**config.mk**
```make
export PLATFORM = sky130hd
export DESIGN_NAME = sync_fifo
export DESIGN_NICKNAME = d
export VERILOG_FILES = /design/src/rtl/sync_fifo.sv
export SDC_FILE = /design/constraint.sdc
export NUM_CORES = 1
export LEC_CHECK = 0
export BUFFER_PORTS_ARGS = -buffer_cell sky130_fd_sc_hd__buf_4
export CORE_ASPECT_RATIO = 2
export CORE_MARGIN = 2
export CORE_UTILIZATION = 45
export CTS_BUF_LIST = sky130_fd_sc_hd__clkbuf_4
export DETAILED_ROUTE_END_ITERATION = 10
export GPL_TIMING_DRIVEN = 1
export PLACE_DENSITY = 0.67
export SLEW_MARGIN = 20
export SYNTH_ARGS = -nofsm -noshare
export SYNTH_HDL_FRONTEND = slang
export SYNTH_SLANG_ARGS = --single-unit
```
**constraint.sdc**
```tcl
create_clock -name clk -period 3.7 [get_ports clk]
set_input_delay 0.185 -clock clk [delete_from_list [all_inputs] [get_ports clk]]
set_output_delay 0.185 -clock clk [all_outputs]
set_load 0.01 [all_outputs]
```
**src/rtl/sync_fifo.sv**
```systemverilog
// Single-clock 16x8 FIFO with occupancy count, full/empty flags and registered read data.
// Optional sticky overflow/underflow outputs are enabled by defining FIFO_ERR_FLAGS_EN.
module sync_fifo #(
    parameter int DATA_WIDTH = 8,
    parameter int ADDR_WIDTH = 4
) (
    input  logic                  clk,
    input  logic                  reset,
    input  logic [DATA_WIDTH-1:0] d_in,
    input  logic                  wr_en,
    input  logic                  rd_en,
    output logic [DATA_WIDTH-1:0] d_out,
    output logic [ADDR_WIDTH:0]   fifo_counter,
    output logic                  full,
    output logic                  empty
`ifdef FIFO_ERR_FLAGS_EN
    ,
    output logic                  overflow,
    output logic                  underflow
`endif
);

    localparam int DEPTH = 1 << ADDR_WIDTH;
    localparam int CNT_W = ADDR_WIDTH + 1;

    logic [DATA_WIDTH-1:0] mem_q [DEPTH];

    logic [ADDR_WIDTH-1:0] wr_ptr_q, wr_ptr_d;
    logic [ADDR_WIDTH-1:0] rd_ptr_q, rd_ptr_d;
    logic [CNT_W-1:0]      cnt_q, cnt_d;
    logic [DATA_WIDTH-1:0] dout_q, dout_d;
    logic                  wr_fire, rd_fire;

    assign full  = (cnt_q == CNT_W'(DEPTH));
    assign empty = (cnt_q == '0);

    // Reset blocks the storage write too, so a write requested during reset never lands.
    assign wr_fire = reset & wr_en & ~full;
    assign rd_fire = reset & rd_en & ~empty;

    always_comb begin
        wr_ptr_d = wr_ptr_q;
        rd_ptr_d = rd_ptr_q;
        cnt_d    = cnt_q;
        dout_d   = dout_q;
        if (!reset) begin
            wr_ptr_d = '0;
            rd_ptr_d = '0;
            cnt_d    = '0;
            dout_d   = '0;
        end else begin
            if (wr_fire) wr_ptr_d = wr_ptr_q + ADDR_WIDTH'(1);
            if (rd_fire) begin
                rd_ptr_d = rd_ptr_q + ADDR_WIDTH'(1);
                dout_d   = mem_q[rd_ptr_q];
            end
            case ({wr_fire, rd_fire})
                2'b10:   cnt_d = cnt_q + CNT_W'(1);
                2'b01:   cnt_d = cnt_q - CNT_W'(1);
                default: cnt_d = cnt_q;
            endcase
        end
    end

    always_ff @(posedge clk) begin
        wr_ptr_q <= wr_ptr_d;
        rd_ptr_q <= rd_ptr_d;
        cnt_q    <= cnt_d;
        dout_q   <= dout_d;
    end

    // Storage is never cleared; only pointers and count define what is valid.
    always_ff @(posedge clk) begin
        if (wr_fire) mem_q[wr_ptr_q] <= d_in;
    end

    assign d_out        = dout_q;
    assign fifo_counter = cnt_q;

`ifdef FIFO_ERR_FLAGS_EN
    logic ovf_q, ovf_d;
    logic unf_q, unf_d;

    always_comb begin
        ovf_d = ovf_q | (wr_en & full);
        unf_d = unf_q | (rd_en & empty);
        if (!reset) begin
            ovf_d = 1'b0;
            unf_d = 1'b0;
        end
    end

    always_ff @(posedge clk) begin
        ovf_q <= ovf_d;
        unf_q <= unf_d;
    end

    assign overflow  = ovf_q;
    assign underflow = unf_q;
`endif

endmodule

```
## After elaboration in Yosys (flattened, before gate mapping)

Memory sizes are Yosys's and may differ from the RTL's. A register that Yosys moved wholly into a read port is not among the register bits.
Cells that the tools add are included.

| word-level totals | value |
|---|---|
| input bits | 12 |
| register bits after elaboration | 13 |
| memories kept | 1 |
| output and inout bits | 15 |
| word-level logic and storage cells | 23 |
| RAM bits | 128 |

| cells by class | value |
|---|---|
| eq/ne operators | 3 |
| $add $sub $neg | 4 |
| mux-type cells | 3 |
| reductions and logical operators | 3 |
| bitwise gates (word level) | 6 |

Memory list:

| memory | words | bits a word | rd ports | clocked after Yosys merged registers in | write ports | RTL line | RTL |
|---|---|---|---|---|---|---|---|
| mem_q | 16 | 8 | 1 | 1 | 1 | 26 | `logic [DATA_WIDTH-1:0] mem_q [DEPTH];` |

Operators with widths:

| kind | count |
|---|---|
| 5-bit one-hot mux with 2 select lines | 1 |
| 4-bit by 1-bit adder with 4-bit output (second input constant) | 2 |
| 5-bit by 1-bit adder with 5-bit output (second input constant) | 1 |
| 5-bit equality test (second input constant) | 1 |
| 5-bit logical NOT | 1 |
| 5-bit by 1-bit subtractor with 5-bit output (second input constant) | 1 |
| 1-bit AND | 4 |
| 2-bit by 1-bit equality test with 1-bit output (second input constant) | 1 |
| 2-bit equality test (second input constant) | 1 |
| 1-bit two-way mux | 2 |
| 1-bit inverter | 2 |
| 2-bit nonzero test | 1 |
| 1-bit logical NOT | 1 |

## Depth between registers and ports, before layout

Gate-level depths: netlist (run 1).

| logic depth | value |
|---|---|
| word-level depth | 5 |
| gate-level depth with buffers | 13 |
| gate-level depth less buffers | 11 |

## Least setup slack after synthesis (run 1)

Ideal clock, no wire load.

| timing | value |
|---|---|
| kind | register -> register |
| start | reg cnt_q[0], in the netlist fifo_counter[0] |
| end | reg cnt_q[4], in the netlist fifo_counter[4] |
| setup time | 0.118 ns |
| required time | 3.582 ns |
| clock period less this slack | 3.130 ns |
| stages on the path, launching flop included | 13 |
| arrival | 3.012 ns |
| slack | 0.570 ns |
| path through | dfxtp_1 -> or4_1 -> o21a_2 -> buf_6 -> buf_8 -> and2_1 -> ha_1 -> ha_1 -> nor2b_1 -> o21ai_0 -> a21oi_1 -> or3b_2 -> mux2i_1 |

| between the ends | value |
|---|---|
| longest elaborated chain between the ends | 5 |

RTL lines:

| what | RTL line | RTL |
|---|---|---|
| start, declared | 30 | `logic [CNT_W-1:0] cnt_q, cnt_d;` |
| start signal, assigned | 68 | `cnt_q <= cnt_d;` |
| 5-bit logical NOT (*) | 35 | `assign empty = (cnt_q == '0);` |
| 1-bit inverter (*) | 39 | `assign rd_fire = reset & rd_en & ~empty;` |
| 1-bit AND (*) | 39 |  |
| net rd_fire | 32 | `logic wr_fire, rd_fire;` |
| 2-bit by 1-bit equality test with 1-bit output or 2-bit equality test (tied branches) | 57 | `case ({wr_fire, rd_fire})` |
| 5-bit one-hot mux with 2 select lines or 2-bit nonzero test (tied branches) | -- |  |

Mark *: on every way through the listed nets, which the timed path passes. The rest lies on a longest branch.
A chain may end at the register's enable or synchronous reset.

## Final worst setup path (run 1)

Same ends and word-level chain as after synthesis.

==> results of run 1 <==
[worst max-delay path, delay by kind of cell (launching register included)]
family | cells | cell delay, ns
mux | 1 | 0.13
flops | 1 | 0.38
fa+ha+maj | 2 | 0.56
compound gates | 3 | 0.67
simple gates | 4 | 1.39
[cell type report]
cell class                 count  area [µm²]
antenna                        1        2.50
sequential                   149        4270
clock buffer                  19         143
inverter                       7        26.3
multi-input combinational    214        1590
timing repair buffer          40         335
tap                          152         190
fill                        1072        6300
clock inverter                11         136
[through the flow]
stage               area, µm²  std cells
global route             6690        593
finish                   6690        593
global placement         6320        553
CTS                      6680        591
detailed placement       6320        553
floorplan                5990        390
[kinds of logic after synthesis]
logic type	Yosys count
DFF	149
and+or+nand+nor	71
muxes	66
AOI/OAI and AO/OA	58
buffers and inverters	27
adders and majority gates	10
xor gates and xnor gates	9
[timing repair]
| item | 4_1_cts | 5_1_grt |
|---|---|---|
| hold endpoints to repair | 120 | 1 |
| setup endpoints to repair | 0 | 0 |
| hold buffers | 8 | 1 |
[power breakdown]
group	switching [mW]	internal (mW)	total (mW)
sequential	0.0299	1.85	1.88
clock	0.511	0.469	0.980
combinational	0.160	0.112	0.272
total	0.701	2.44	3.14
[registers in the layout, summed over array words and instances, names as in the netlist]
signal	flops
fifo_counter	5
mem_q	128
d_out	8
rd_ptr_q	4
wr_ptr_q	4
[routing by layer]
layer	track usage (%)	vias to the layer above	part of all wire [%]
li1	-	1571	-
met1	18.7	1618	36
met2	32.9	76	58
met3	3.75	15	2.9
met4	7.18	0	2.7
met5	0	-	0
[worst max path at each step]
stage / to / startpoint
floorplan: fifo_counter[4] / fifo_counter[0]
global placement: fifo_counter[4] / fifo_counter[0]
detailed placement: fifo_counter[4] / fifo_counter[0]
CTS: fifo_counter[4] / fifo_counter[0]
global route: fifo_counter[4] / fifo_counter[0]
finish: fifo_counter[4] / fifo_counter[0]
[layout by cell type, fill, tap and decap left out, types with 4 or more instances in the layout]
cell,n
a21oi_1,9
and2_1,12
buf_4,30
clkbuf_4,19
clkinv_2,4
dfxtp_1,20
dlygate4sd3_1,9
edfxtp_1,128
ha_1,9
inv_1,7
mux2i_1,66
nand2_1,15
nor2_1,15
nor3_1,4
nor4_1,9
o21ai_0,12
o22ai_1,32
xnor2_1,6
==> summary.txt, run 1 <==
Outcome
  – Run status: complete, no violations

Timing
  – Final slew viol count: 0
  – Slew HR: 45.6%
  – WHS: 0.133 ns
  – Worst Max-Slew Pin Slew: 0.814 ns
  – Clk_skew: 0.0148 ns
  – Fin worst setup slack: 0.468 ns
  – Period utilization: 87.4%
  – Unrepaired setup endpoints after global routing: no
  – Highest clock rate: 309 MHz
  – Setup TNS Final: 0 ns
  – Final Hold Vio Count: 0
  – Final setup violation count: 0
  – Minimum clock period: 3.23 ns

Pwr
  – Pleak: 2.12 nW
  – PD cells: 469 nW/µm²
  – Peak VDD IR: 0.000207 V
  – Final Power: 3.14 mW

Synth
  – Largest family of logic cells by synthesized area: multiplexers
  – Top cells by area, synth: edfxtp_1 64%, mux2i_1 11%, dfxtp_1 7.0%
  – Simple-Gate Fraction of Synth Area: 6.20%
  – Post-synth EDFFs: 128
  – Avg Cell Area, Syn: 15.4 µm²
  – Compound-gate portion of the synthesized area: 5.82%
  – Top-count cell post-synth: edfxtp_1
  – Mapped cell area: 5990 µm²
  – Synth Flop Type: edfxtp_1
  – Seq cells post-synth: 149
  – Mux contribution to synthesized area: 11.0%
  – Adder-cell share of the synthesized area: 2.21%
  – Distinct cells, synth: 34
  – Yosys top cell area share: 64.1%
  – Synthesis Warnings: 0
  – Synth Net Count: 412
  – Cell count after synthesis: 390
  – XOR/XNOR share of the synthesized area: 1.32%
  – Sequential fraction of the synthesis area: 71.1%
  – Post-synth ARST share: 0%
  – Synth top cells by count: 128 x edfxtp_1, 66 x mux2i_1, 32 x o22ai_1, 21 x dfxtp_1
  – Biggest area consumer among synthesized cells: edfxtp_1

Hold path
  – HP Start: wr_en
  – Hold Path Stages: 5
  – HP Class: in -> reg
  – Hold EP: wr_ptr_q[1]

Setup path
  – Worst reg2reg path startpoint: fifo_counter[0]
  – Internal reg-to-reg setup slack: 0.47 ns
  – RR Endpoint: fifo_counter[4]
  – Cell mode on critical path: ha_1
  – Crit Path Category: reg -> reg
  – Required @ worst endpoint: 4.10 ns
  – Cells along the critical path: or4_1, o21a_2, and2_1, ha_1, ha_1, nor2b_1, o21ai_0, a21oi_1, or3b_2, mux2i_1
  – Setup crit start kind: register
  – Crit Path Max Fanout: 21
  – Crit-path slowest cell: or4_1
  – Data arrival time of the critical path: 3.63 ns
  – CP peak stage delay: 0.56 ns
  – R2R depth: 10
  – Crit end category: register

Route
  – Post-DRT Antenna Nets: 0
  – Vias per cell: 5.53
  – DR WL/cell: 20.2 µm
  – DRC Markers: 0
  – Drt total wl: 12000 µm
  – DR iter-0 viols: 201
  – Vias post-DR: 3280
  – 1st-pass router iterations: 4

Clock network
  – H-tree depth: 4
  – Worst-path clk slew: 0.11 ns
  – Total CTS buffers: 17
  – Num Clock Sinks: 149
  – Postcts setup bufs: 0
  – CTS Buffer Depth: 2
  – Root Buffer: clkbuf_4
  – CTS tree: yes
  – CTS resizes: 0
  – Skew-Pair Late Insertion Delay: 0.51 ns

Floorplanning
  – Die Y: 167 µm
  – Core Region: 13000 µm²
  – Top Ports: 27
  – Row count: 59
  – Die Span X: 85.6 µm
  – Initial Util: 46.1%
  – Die ar.: 14300 µm²

Global route
  – Tot GR Track Use: 17.6%
  – Global route total overflow: 0
  – Vias in the first global route: 3322
  – Global-route wire length before repair: 18300 µm
  – Pin count of the biggest net entering global routing: 35
  – Initial antenna violation count: 1

Placement
  – IO Port Bufs: 26
  – Detailed Place HPWL: 8300 µm
  – Setup slack at placement: 0.509 ns
  – GP Congestion: 0.852

Layout
  – Final nets: 451
  – Area growth syn-to-layout: 11.7%
  – Final core occ: 51.5%
  – Share of cells above drive strength 1: 15.2%

Flow run
  – Max Cap Violations: 0
Note: power is estimated with default switching activity, not from simulation.
==> run 2, diff against run 1 <==
--- a/config.mk
+++ b/config.mk
@@ -5,7 +5,7 @@
 export SDC_FILE = /design/constraint.sdc
 export NUM_CORES = 1
 export LEC_CHECK = 0
-export BUFFER_PORTS_ARGS = -buffer_cell sky130_fd_sc_hd__buf_4
+export BUFFER_PORTS_ARGS = -buffer_cell sky130_fd_sc_hd__buf_2
 export CORE_ASPECT_RATIO = 2
 export CORE_MARGIN = 2
 export CORE_UTILIZATION = 45
@@ -13,7 +13,6 @@
 export DETAILED_ROUTE_END_ITERATION = 10
 export GPL_TIMING_DRIVEN = 1
 export PLACE_DENSITY = 0.67
-export SLEW_MARGIN = 20
 export SYNTH_ARGS = -nofsm -noshare
 export SYNTH_HDL_FRONTEND = slang
 export SYNTH_SLANG_ARGS = --single-unit
==> summary.txt, run 2 (synthesis results as in run 1) <==
Floorplanning
  – Die ar.: 14300 µm² (unchanged)
  – Initial Util: 46.1% (unchanged)
  – Core Region: 13000 µm² (unchanged)
  – Row count: 59 (unchanged)
  – Die Y: 167 µm (unchanged)
  – Die Span X: 85.6 µm (unchanged)
  – Top Ports: 27 (unchanged)

Pwr
  – PD cells: 492 nW/µm² (was 469 nW/µm²)
  – Clock Power Share: 33.8% (was 31.2%)
  – Sequential power share: 58.3% (was 60.1%)
  – Switching pwr: 800 µW (was 701 µW)
  – Pleak: 2.09 nW (was 2.12 nW)
  – Peak VDD IR: 0.000259 V (was 0.000207 V)
  – Pint: 2.43 mW (was 2.44 mW)
  – Sw frac: 24.7% (was 22.4%)
  – Final Power: 3.23 mW (was 3.14 mW)
  – Combinational Power Share: 7.9% (was 8.7%)

Hold path
  – HP Start: d_in[1] (was wr_en)
  – Hold EP: mem_q[0][1] (was wr_ptr_q[1])
  – Hold Path Stages: 1 (was 5)
  – HP Class: in -> reg (unchanged)

Clock network
  – CTS Buffer Depth: 2 (unchanged)
  – Worst-path clk slew: 0.14 ns (was 0.11 ns)
  – Num Clock Sinks: 149 (unchanged)
  – CTS resizes: 0 (unchanged)
  – H-tree depth: 4 (unchanged)
  – Root Buffer: clkbuf_4 (unchanged)
  – CTS tree: yes (unchanged)
  – Skew-Pair Late Insertion Delay: 0.54 ns (was 0.51 ns)
  – CTS hold repair buffers: 0 (was 8)
  – Postcts setup bufs: 0 (unchanged)
  – Total CTS buffers: 17 (unchanged)

Setup path
  – Internal reg-to-reg setup slack: 0.40 ns (was 0.47 ns)
  – CP peak stage delay: 0.56 ns (about the same)
  – Data arrival time of the critical path: 3.76 ns (was 3.63 ns)
  – Crit Path Max Fanout: 21 (unchanged)
  – Cells along the critical path: or4_1, o21a_2, and2_1, ha_1, ha_1, nor2b_1, o21ai_0, a21oi_1, or3b_2, mux2i_1 (unchanged)
  – Setup crit start kind: register (unchanged)
  – Required @ worst endpoint: 4.16 ns (was 4.10 ns)
  – Cell mode on critical path: ha_1 (unchanged)
  – R2R depth: 10 (unchanged)
  – RR Endpoint: fifo_counter[4] (unchanged)
  – Crit end category: register (unchanged)
  – Worst reg2reg path startpoint: fifo_counter[0] (unchanged)
  – Crit Path Category: reg -> reg (unchanged)
  – Crit-path slowest cell: or4_1 (unchanged)

Placement
  – Detailed Place HPWL: 8720 µm (was 8300 µm)
  – Setup slack at placement: 0.454 ns (was 0.509 ns)
  – IO Port Bufs: 26 (unchanged)
  – GP Congestion: 0.798 (was 0.852)

Route
  – Post-DRT Antenna Nets: 0 (unchanged)
  – Metal3 WL: 326 µm (was 350 µm)
  – DRC Markers: 0 (unchanged)
  – Highest routed layer: met4 (unchanged)
  – Vias per cell: 5.61 (was 5.53)
  – Wire length on met2: 7270 µm (was 6940 µm)
  – Vias post-DR: 3294 (was 3280)
  – Drt total wl: 12500 µm (was 12000 µm)
  – 1st-pass router iterations: 4 (unchanged)
  – Post-Route M1 WL: 4570 µm (was 4350 µm)
  – DR iter-0 viols: 173 (was 201)
  – DR WL/cell: 21.2 µm (was 20.2 µm)

Timing
  – Final Hold Vio Count: 0 (unchanged)
  – Fin worst setup slack: 0.399 ns (was 0.468 ns)
  – Slew HR: 42.9% (was 45.6%)
  – Final slew viol count: 0 (unchanged)
  – Highest clock rate: 303 MHz (was 309 MHz)
  – Unrepaired setup endpoints after global routing: no (unchanged)
  – Final setup violation count: 0 (unchanged)
  – Period utilization: 89.2% (was 87.4%)
  – Clk_skew: 0.0228 ns (was 0.0148 ns)
  – Setup TNS Final: 0 ns (unchanged)
  – Minimum clock period: 3.30 ns (was 3.23 ns)
  – Worst Max-Slew Pin Slew: 0.854 ns (was 0.814 ns)

Global route
  – Pin count of the biggest net entering global routing: 41 (was 35)
  – Global route total overflow: 0 (unchanged)
  – Initial antenna violation count: 1 (unchanged)
  – Vias in the first global route: 3343 (was 3322)
  – Global-route wire length before repair: 19000 µm (was 18300 µm)
  – Tot GR Track Use: 18.2% (was 17.6%)

Outcome
  – Run status: complete, no violations (unchanged)

Layout
  – Largest reg by FF count: mem_q (unchanged)
  – Area growth syn-to-layout: 9.75% (was 11.7%)
  – Commonest non-fill, non-tap cell in the layout: edfxtp_1 (unchanged)
  – Most frequent cells in the layout: 128 x edfxtp_1, 66 x mux2i_1, 32 x o22ai_1 (unchanged)
  – Share of cells above drive strength 1: 16.4% (was 15.2%)
  – Final nets: 443 (was 451)
  – Max FFs per register: 128 (unchanged)

Flow run
  – Max Cap Violations: 0 (unchanged)
-- run 2: cell types whose count changed in the layout (fill, tap and decap cells not counted), sizes merged --
cell	delta
inv	+6
clkbuf	-2
clkinvlp	-2
dlygate4sd3	-9
buf	+1
-- run 2: how the worst max path moves through the flow --
stage,from,slack [ns],depth (start not counted),to
after detailed placement,fifo_counter[0],0.45,10,fifo_counter[4]
after floorplan,fifo_counter[0],0.57,12,fifo_counter[4]
final,fifo_counter[0],0.40,10,fifo_counter[4]
after global routing,fifo_counter[0],0.27,10,fifo_counter[4]
after global placement,fifo_counter[0],0.58,10,fifo_counter[4]
after CTS,fifo_counter[0],0.43,10,fifo_counter[4]
-- run 2: area by class of cell --
class,count,area (µm²)
Fill cell,1110,6410
Sequential cell,149,4270
Multi-Input combinational cell,214,1590
Clock inverter,15,195
Tap cell,152,190
Timing Repair Buffer,32,175
Clock buffer,17,128
Inverter,7,26.3
Antenna cell,1,2.50
-- run 2: power groups by stage --
stage,clock [mW],sequential (mW),combinational (mW)
global placement,0,1.92,0.246
finish,1.09,1.88,0.256
CTS,1.13,1.89,0.259
global route,1.20,1.89,0.281
floorplan,0,1.92,0.154
detailed placement,0,1.92,0.258
-- run 2: routing by layer --
layer,GRT usage (%),vias to the layer above
met5,0,-
met4,6.42,0
met3,3.45,17
met2,35.0,68
met1,19.1,1649
li1,-,1560
-- run 2: critical path: cells and delay by family, from the launching register on --
kind	cells	cell delay (ns)
adders and majority gates	2	0.57
DFF	1	0.38
and+or+nand+nor	4	1.40
AOI/OAI and AO/OA	3	0.70
muxes	1	0.18
-- run 2: through the flow --
stage | std cells | util, % | hold WS [ns] | cell area [µm²]
after floorplan | 390 | - | 0.284 | 5990
after global placement | 554 | 48.1 | 0.501 | 6250
after detailed placement | 554 | 48.1 | 0.526 | 6250
after CTS | 586 | 50.6 | 0.0143 | 6580
after global routing | 587 | 50.6 | 0.0174 | 6580
final | 587 | 50.6 | 0.0512 | 6580
